File: src/rtl/lt100_bus_arbiter.sv
// ============================================================================
// lt100_bus_arbiter : two-master arbiter for the Little Timmy 100 common bus,
// round-robin or fixed priority. Optional watchdog: `define ARB_TIMEOUT_EN
// Revision: 1.0
// ============================================================================
`default_nettype none

module lt100_bus_arbiter #(
    parameter int ADDR_WIDTH     = 32,
    parameter int DATA_WIDTH     = 32,
    parameter int ROUND_ROBIN    = 1,
    parameter int TIMEOUT_CYCLES = 255
) (
    input  logic                    clk,
    input  logic                    rst_n,
    input  logic                    m0_enable,
    input  logic                    m0_wr_en,
    input  logic [ADDR_WIDTH-1:0]   m0_addr,
    input  logic [DATA_WIDTH-1:0]   m0_i_data,
    input  logic [DATA_WIDTH/8-1:0] m0_be,
    output logic                    m0_ready,
    output logic [DATA_WIDTH-1:0]   m0_o_data,
    output logic                    m0_bus_err,
    input  logic                    m1_enable,
    input  logic                    m1_wr_en,
    input  logic [ADDR_WIDTH-1:0]   m1_addr,
    input  logic [DATA_WIDTH-1:0]   m1_i_data,
    input  logic [DATA_WIDTH/8-1:0] m1_be,
    output logic                    m1_ready,
    output logic [DATA_WIDTH-1:0]   m1_o_data,
    output logic                    m1_bus_err,
    output logic                    s_enable,
    output logic                    s_wr_en,
    output logic [ADDR_WIDTH-1:0]   s_addr,
    output logic [DATA_WIDTH-1:0]   s_i_data,
    output logic [DATA_WIDTH/8-1:0] s_be,
    input  logic                    s_ready,
    input  logic [DATA_WIDTH-1:0]   s_o_data,
    input  logic                    s_bus_err,
    output logic [1:0]              grant
);

    localparam logic [1:0] ST_IDLE = 2'd0;
    localparam logic [1:0] ST_BUSY = 2'd1;
    localparam logic [1:0] ST_DONE = 2'd2;

    logic [1:0] state;
    logic [1:0] next_state;
    logic       owner;        // 0 = M0, 1 = M1
    logic       next_owner;
    logic       last_owner;
    logic       own_en;
    logic       capture;
    logic       timeout_hit;
    logic       release_bus;

    assign own_en = owner ? m1_enable : m0_enable;

`ifdef ARB_TIMEOUT_EN
    localparam int CNT_W = ($clog2(TIMEOUT_CYCLES + 1) > 8) ? $clog2(TIMEOUT_CYCLES + 1) : 8;

    logic [CNT_W-1:0] busy_cnt;

    // Counter reads 0 in the first BUSY cycle, so the limit lands on cycle TIMEOUT_CYCLES.
    always_ff @(posedge clk or negedge rst_n) begin
        if (!rst_n) begin
            busy_cnt <= '0;
        end else if (state == ST_BUSY) begin
            busy_cnt <= busy_cnt + 1'b1;
        end else begin
            busy_cnt <= '0;
        end
    end

    assign timeout_hit = (state == ST_BUSY) && own_en && !s_ready &&
                         (busy_cnt == CNT_W'(TIMEOUT_CYCLES - 1));
`else
    if (TIMEOUT_CYCLES < 0) begin : g_timeout_unused
    end

    assign timeout_hit = 1'b0;
`endif

    always_ff @(posedge clk or negedge rst_n) begin
        if (!rst_n) begin
            state <= ST_IDLE;
            owner <= 1'b0;
        end else begin
            state <= next_state;
            owner <= next_owner;
        end
    end

    always_comb begin
        next_state  = state;
        next_owner  = owner;
        capture     = 1'b0;
        release_bus = 1'b0;
        case (state)
            ST_IDLE: begin
                if (m0_enable || m1_enable) begin
                    next_state = ST_BUSY;
                    if (m0_enable && m1_enable) begin
                        next_owner = (ROUND_ROBIN != 0) ? ~last_owner : 1'b0;
                    end else begin
                        next_owner = m1_enable;
                    end
                end
            end
            ST_BUSY: begin
                // Abort outranks both completion and timeout.
                if (!own_en) begin
                    next_state = ST_IDLE;
                end else if (s_ready) begin
                    capture    = 1'b1;
                    next_state = ST_DONE;
                end else if (timeout_hit) begin
                    next_state = ST_DONE;
                end
            end
            ST_DONE: begin
                if (!own_en) begin
                    release_bus = 1'b1;
                    next_state  = ST_IDLE;
                end
            end
            default: begin
                next_state = ST_IDLE;
            end
        endcase
    end

    always_comb begin
        s_enable = (state == ST_BUSY) && own_en;
        grant    = 2'b00;
        if (state == ST_BUSY || state == ST_DONE) begin
            grant = owner ? 2'b10 : 2'b01;
        end
        if ((state != ST_IDLE) && owner) begin
            s_wr_en  = m1_wr_en;
            s_addr   = m1_addr;
            s_i_data = m1_i_data;
            s_be     = m1_be;
        end else begin
            s_wr_en  = m0_wr_en;
            s_addr   = m0_addr;
            s_i_data = m0_i_data;
            s_be     = m0_be;
        end
    end

    always_ff @(posedge clk or negedge rst_n) begin
        if (!rst_n) begin
            last_owner <= 1'b1;
            m0_ready   <= 1'b0;
            m0_o_data  <= '0;
            m0_bus_err <= 1'b0;
            m1_ready   <= 1'b0;
            m1_o_data  <= '0;
            m1_bus_err <= 1'b0;
        end else begin
            if (capture || timeout_hit) begin
                last_owner <= owner;
                if (owner) begin
                    m1_ready   <= 1'b1;
                    m1_o_data  <= capture ? s_o_data : '0;
                    m1_bus_err <= capture ? s_bus_err : 1'b1;
                end else begin
                    m0_ready   <= 1'b1;
                    m0_o_data  <= capture ? s_o_data : '0;
                    m0_bus_err <= capture ? s_bus_err : 1'b1;
                end
            end
            if (release_bus) begin
                m0_ready <= 1'b0;
                m1_ready <= 1'b0;
            end
        end
    end

endmodule

`default_nettype wire

File: config.mk
export PLATFORM = sky130hd
export DESIGN_NAME = lt100_bus_arbiter
export DESIGN_NICKNAME = d
export VERILOG_FILES = /design/src/rtl/lt100_bus_arbiter.sv
export SDC_FILE = /design/constraint.sdc
export NUM_CORES = 1
export LEC_CHECK = 0
export ABC_AREA = 0
export CELL_PAD_IN_SITES_DETAIL_PLACEMENT = 0
export CELL_PAD_IN_SITES_GLOBAL_PLACEMENT = 1
export CORE_ASPECT_RATIO = 2
export CORE_UTILIZATION = 25
export CTS_CLUSTER_SIZE = 16
export DETAILED_ROUTE_END_ITERATION = 6
export PLACE_DENSITY_LB_ADDON = 0.1
export SYNTH_ARGS = -nofsm -noshare
export SYNTH_HDL_FRONTEND = slang
export SYNTH_SLANG_ARGS = --single-unit
File: constraint.sdc
create_clock -name clk -period 5.3 [get_ports clk]
set_input_delay 0.795 -clock clk [delete_from_list [all_inputs] [get_ports clk]]
set_output_delay 0.795 -clock clk [all_outputs]
set_load 0.02 [all_outputs]
==> impl_metrics.tcl <==
set metrics [dict create \
    yosysWarnings 0 \
    gr-usage-all-layers_pct 20.4 \
    crit_required_ps 4510 \
    route.detailed.drc 0 \
    period_needed_ps 3850 \
    finalCritPeriodShare_pct 72.6 \
    p_sw_uw 1570 \
    cts_root_buf "clkbuf_16" \
    fmax_mhz 260 \
    clock_latency_ps 320 \
    nets 747 \
    worst-slew-pin-transition_ps 1010 \
    holdBufCountCts 0 \
    power_frac_comb_pct 62.6 \
    core_region_area_sq_mm 0.0143 \
    clk_path_buf_depth 2 \
    place_congestion 0.813 \
    maxCapViolCount 0 \
    p_int_uw 2570 \
    finalSetupViolations 0 \
    drv_slew 0 \
    drt-wirelength-per-cell_um 20.7 \
    rsz0062_at_grt "no" \
    finalSetupTns_ps 0 \
    setup_slack_ps 1450 \
    hp-class "register to register" \
    power.share.clock_pct 13.9 \
    p_per_area_mw_per_mm2 573 \
    post_cts_buffers 0 \
    clk_pin_slew_ps 60 \
    synth_area_sq_mm 0.00363 \
    postSynthCellCount 253 \
    grt_pass1_wl_um 21800 \
    post_cts_resized 0 \
    path_max_fanout 28 \
    dp_slack_ps 1760 \
    initial_core_util_pct 25.5 \
    critical_path_arrival_ps 3050 \
    yosysTopAreaCell "dfrtp_1" \
    yosysUniqueCellTypes 25 \
    rows 62 \
    maxSlewHeadroom_pct 32.9 \
    ios 316 \
    synth_seq_cells 72 \
    syn_area_per_cell_sq_um 14.4 \
    p_seq_share_pct 23.5 \
    timing.final.hold_violations 0 \
    dr.pass1.iters 4 \
    vias_per_cell 4.39 \
    seqCellArea_sq_mm 0.00180 \
    syn_nets 432 \
    p_sw_share_pct 37.9 \
    drt_wl_total_um 15800 \
    finClkSkew_ps 4.99 \
    startpoint_type "register" \
    htree_levels 3 \
    dieHeight_um 173 \
    end_kind "output pin" \
    outcome "complete, no violations" \
    antenna_left 0 \
    area_delta_synth_final_pct 99.2 \
    antenna_cells 0 \
    die_area_sq_mm 0.0151 \
    path_class "register to output pin" \
    die_width_um 87.3 \
    antenna_found_initial 3 \
    cts_sinks 72 \
    cts_tree "yes" \
    fillers 1321 \
    io_buffers 315 \
    dr_total_vias 3359 \
    cts-buffers-inserted 9 \
    netlist_top_cells_area "dfrtp_1 49%, mux2_2 42%, buf_2 1.2%" \
    power_uw 4150 \
    grt_max_degree 73 \
    drt-initial-drc-count 58 \
    ir_drop_mv 0.339 \
    grt_remaining_overflow 0 \
    multi_input_area_sq_mm 0.00173 \
    drive_above_1_share_pct 27.6 \
    synth_top_area_share_pct 48.9 \
    leakage_uw 0.00293 \
    dpl.hpwl_um 12700 \
    grt_pass1_vias 3518 \
    fin_util_pct 50.7 \
    synth_seq_area_share_pct 49.6 \
]
-- area by class of cell --
| class | count | share of cell area [%] |
|---|---|---|
| clock buffers | 12 | 3.27 |
| clock inverters | 4 | 0.622 |
| inverters | 4 | 0.207 |
| multi-input cells | 163 | 23.9 |
| flip-flops and latches | 72 | 24.9 |
| well taps | 192 | 3.32 |
| repair buffers | 318 | 43.8 |
-- power groups by stage --
stage / clock network, uW / logic [uW] / registers [uW]
final: 576 / 2600 / 977
after global routing: 611 / 2730 / 1010
after CTS: 596 / 2630 / 978
after detailed placement: 0 / 2620 / 983
after global placement: 0 / 2600 / 968
after floorplan: 0 / 1050 / 1290
-- through the flow --
stage / hold slack, ps / cell area, sq um / cells
4_1_cts: 504 / 7240 / 765
6_report: 499 / 7240 / 765
2_1_floorplan: 491 / 3630 / 253
3_3_place_gp: 487 / 6960 / 749
5_1_grt: 511 / 7240 / 765
3_5_place_dp: 491 / 6960 / 749
-- layout by cell type (no fill, tap or decap) --
| master | n |
|---|---|
| o31a_1 | 1 |
| o21bai_1 | 1 |
| ha_1 | 3 |
| o21ai_0 | 2 |
| and2b_1 | 2 |
| nor2_1 | 1 |
| clkinv_2 | 3 |
| a22oi_1 | 1 |
| o21a_1 | 1 |
| buf_4 | 4 |
| dfrtp_1 | 71 |
| nand4_2 | 1 |
| clkbuf_16 | 9 |
| nor2b_1 | 1 |
| clkbuf_1 | 3 |
| nand2_1 | 4 |
| dfstp_2 | 1 |
| and2_1 | 1 |
| a32o_1 | 1 |
| inv_1 | 4 |
| nand3_2 | 1 |
| nor3b_1 | 1 |
| a21oi_1 | 3 |
| nor2b_2 | 1 |
| mux2_2 | 136 |
| nand2b_2 | 1 |
| clkdlybuf4s50_1 | 314 |
| bufinv_16 | 1 |
-- cells by family (layout without fill, tap and decap cells) --
| kind of cell | Yosys count | in the layout | share of synthesized area [%] |
|---|---|---|---|
| AOI/OAI and AO/OA | 10 | 10 | 1.82 |
| muxes | 136 | 136 | 42.1 |
| and+or+nand+nor | 14 | 14 | 2.51 |
| buffers and inverters | 18 | 338 | 2.89 |
| adders and majority gates | 3 | 3 | 1.03 |
| DFF | 72 | 72 | 49.6 |
-- layer usage --
| metal | GRT usage (%) | up-vias | wire length, um |
|---|---|---|---|
| li1 | - | 1543 | - |
| met1 | 20.3 | 1581 | 5380 |
| met2 | 34.7 | 216 | 7650 |
| met3 | 12.9 | 13 | 2570 |
| met4 | 5.33 | 6 | 159 |
| met5 | 0 | - | 47 |
-- synth_stat cells --
cell type  count
nand3_2        1
nor2_1         1
buf_6          2
nand2_1        4
nor2b_1        1
and2b_1        2
nor2b_2        1
buf_4          3
inv_1          4
dfrtp_1       71
o21a_1         1
nand4_2        1
nor3b_1        1
o21bai_1       1
o31a_1         1
buf_2          9
ha_1           3
mux2_2       136
a21oi_1        3
a22oi_1        1
and2_1         1
dfstp_2        1
nand2b_1       1
o21ai_0        2
a32o_1         1
-- worst max-delay path, stage by stage, from the launching register on --
cell             delay, ps
dfrtp_1                400
inv_1                  100
ha_1                   220
nand2b_2               580
buf_4                  470
mux2_2                 380
clkdlybuf4s50_1        570
-- worst paths after layout --
path	from	slack [ps]	depth (start not counted)	end
min in group asynchronous	rst_n	610	1	m1_o_data[10]
hold reg to reg	m0_o_data[2]	500	1	m0_o_data[2]
setup / recovery	state[0]	1450	6	s_i_data[15]
setup reg to reg	state[1]	2980	4	m0_o_data[30]
hold / removal	m0_o_data[2]	500	1	m0_o_data[2]
max in group asynchronous	rst_n	4070	1	m0_o_data[28]
-- sequential cells by signal, indices dropped and copies added (netlist names) --
| signal | count |
|---|---|
| owner | 1 |
| state | 2 |
| m0_ready | 1 |
| m0_bus_err | 1 |
| m1_o_data | 32 |
| m1_bus_err | 1 |
| m0_o_data | 32 |
| last_owner | 1 |
| m1_ready | 1 |
Note: power is estimated with default switching activity, not from simulation.
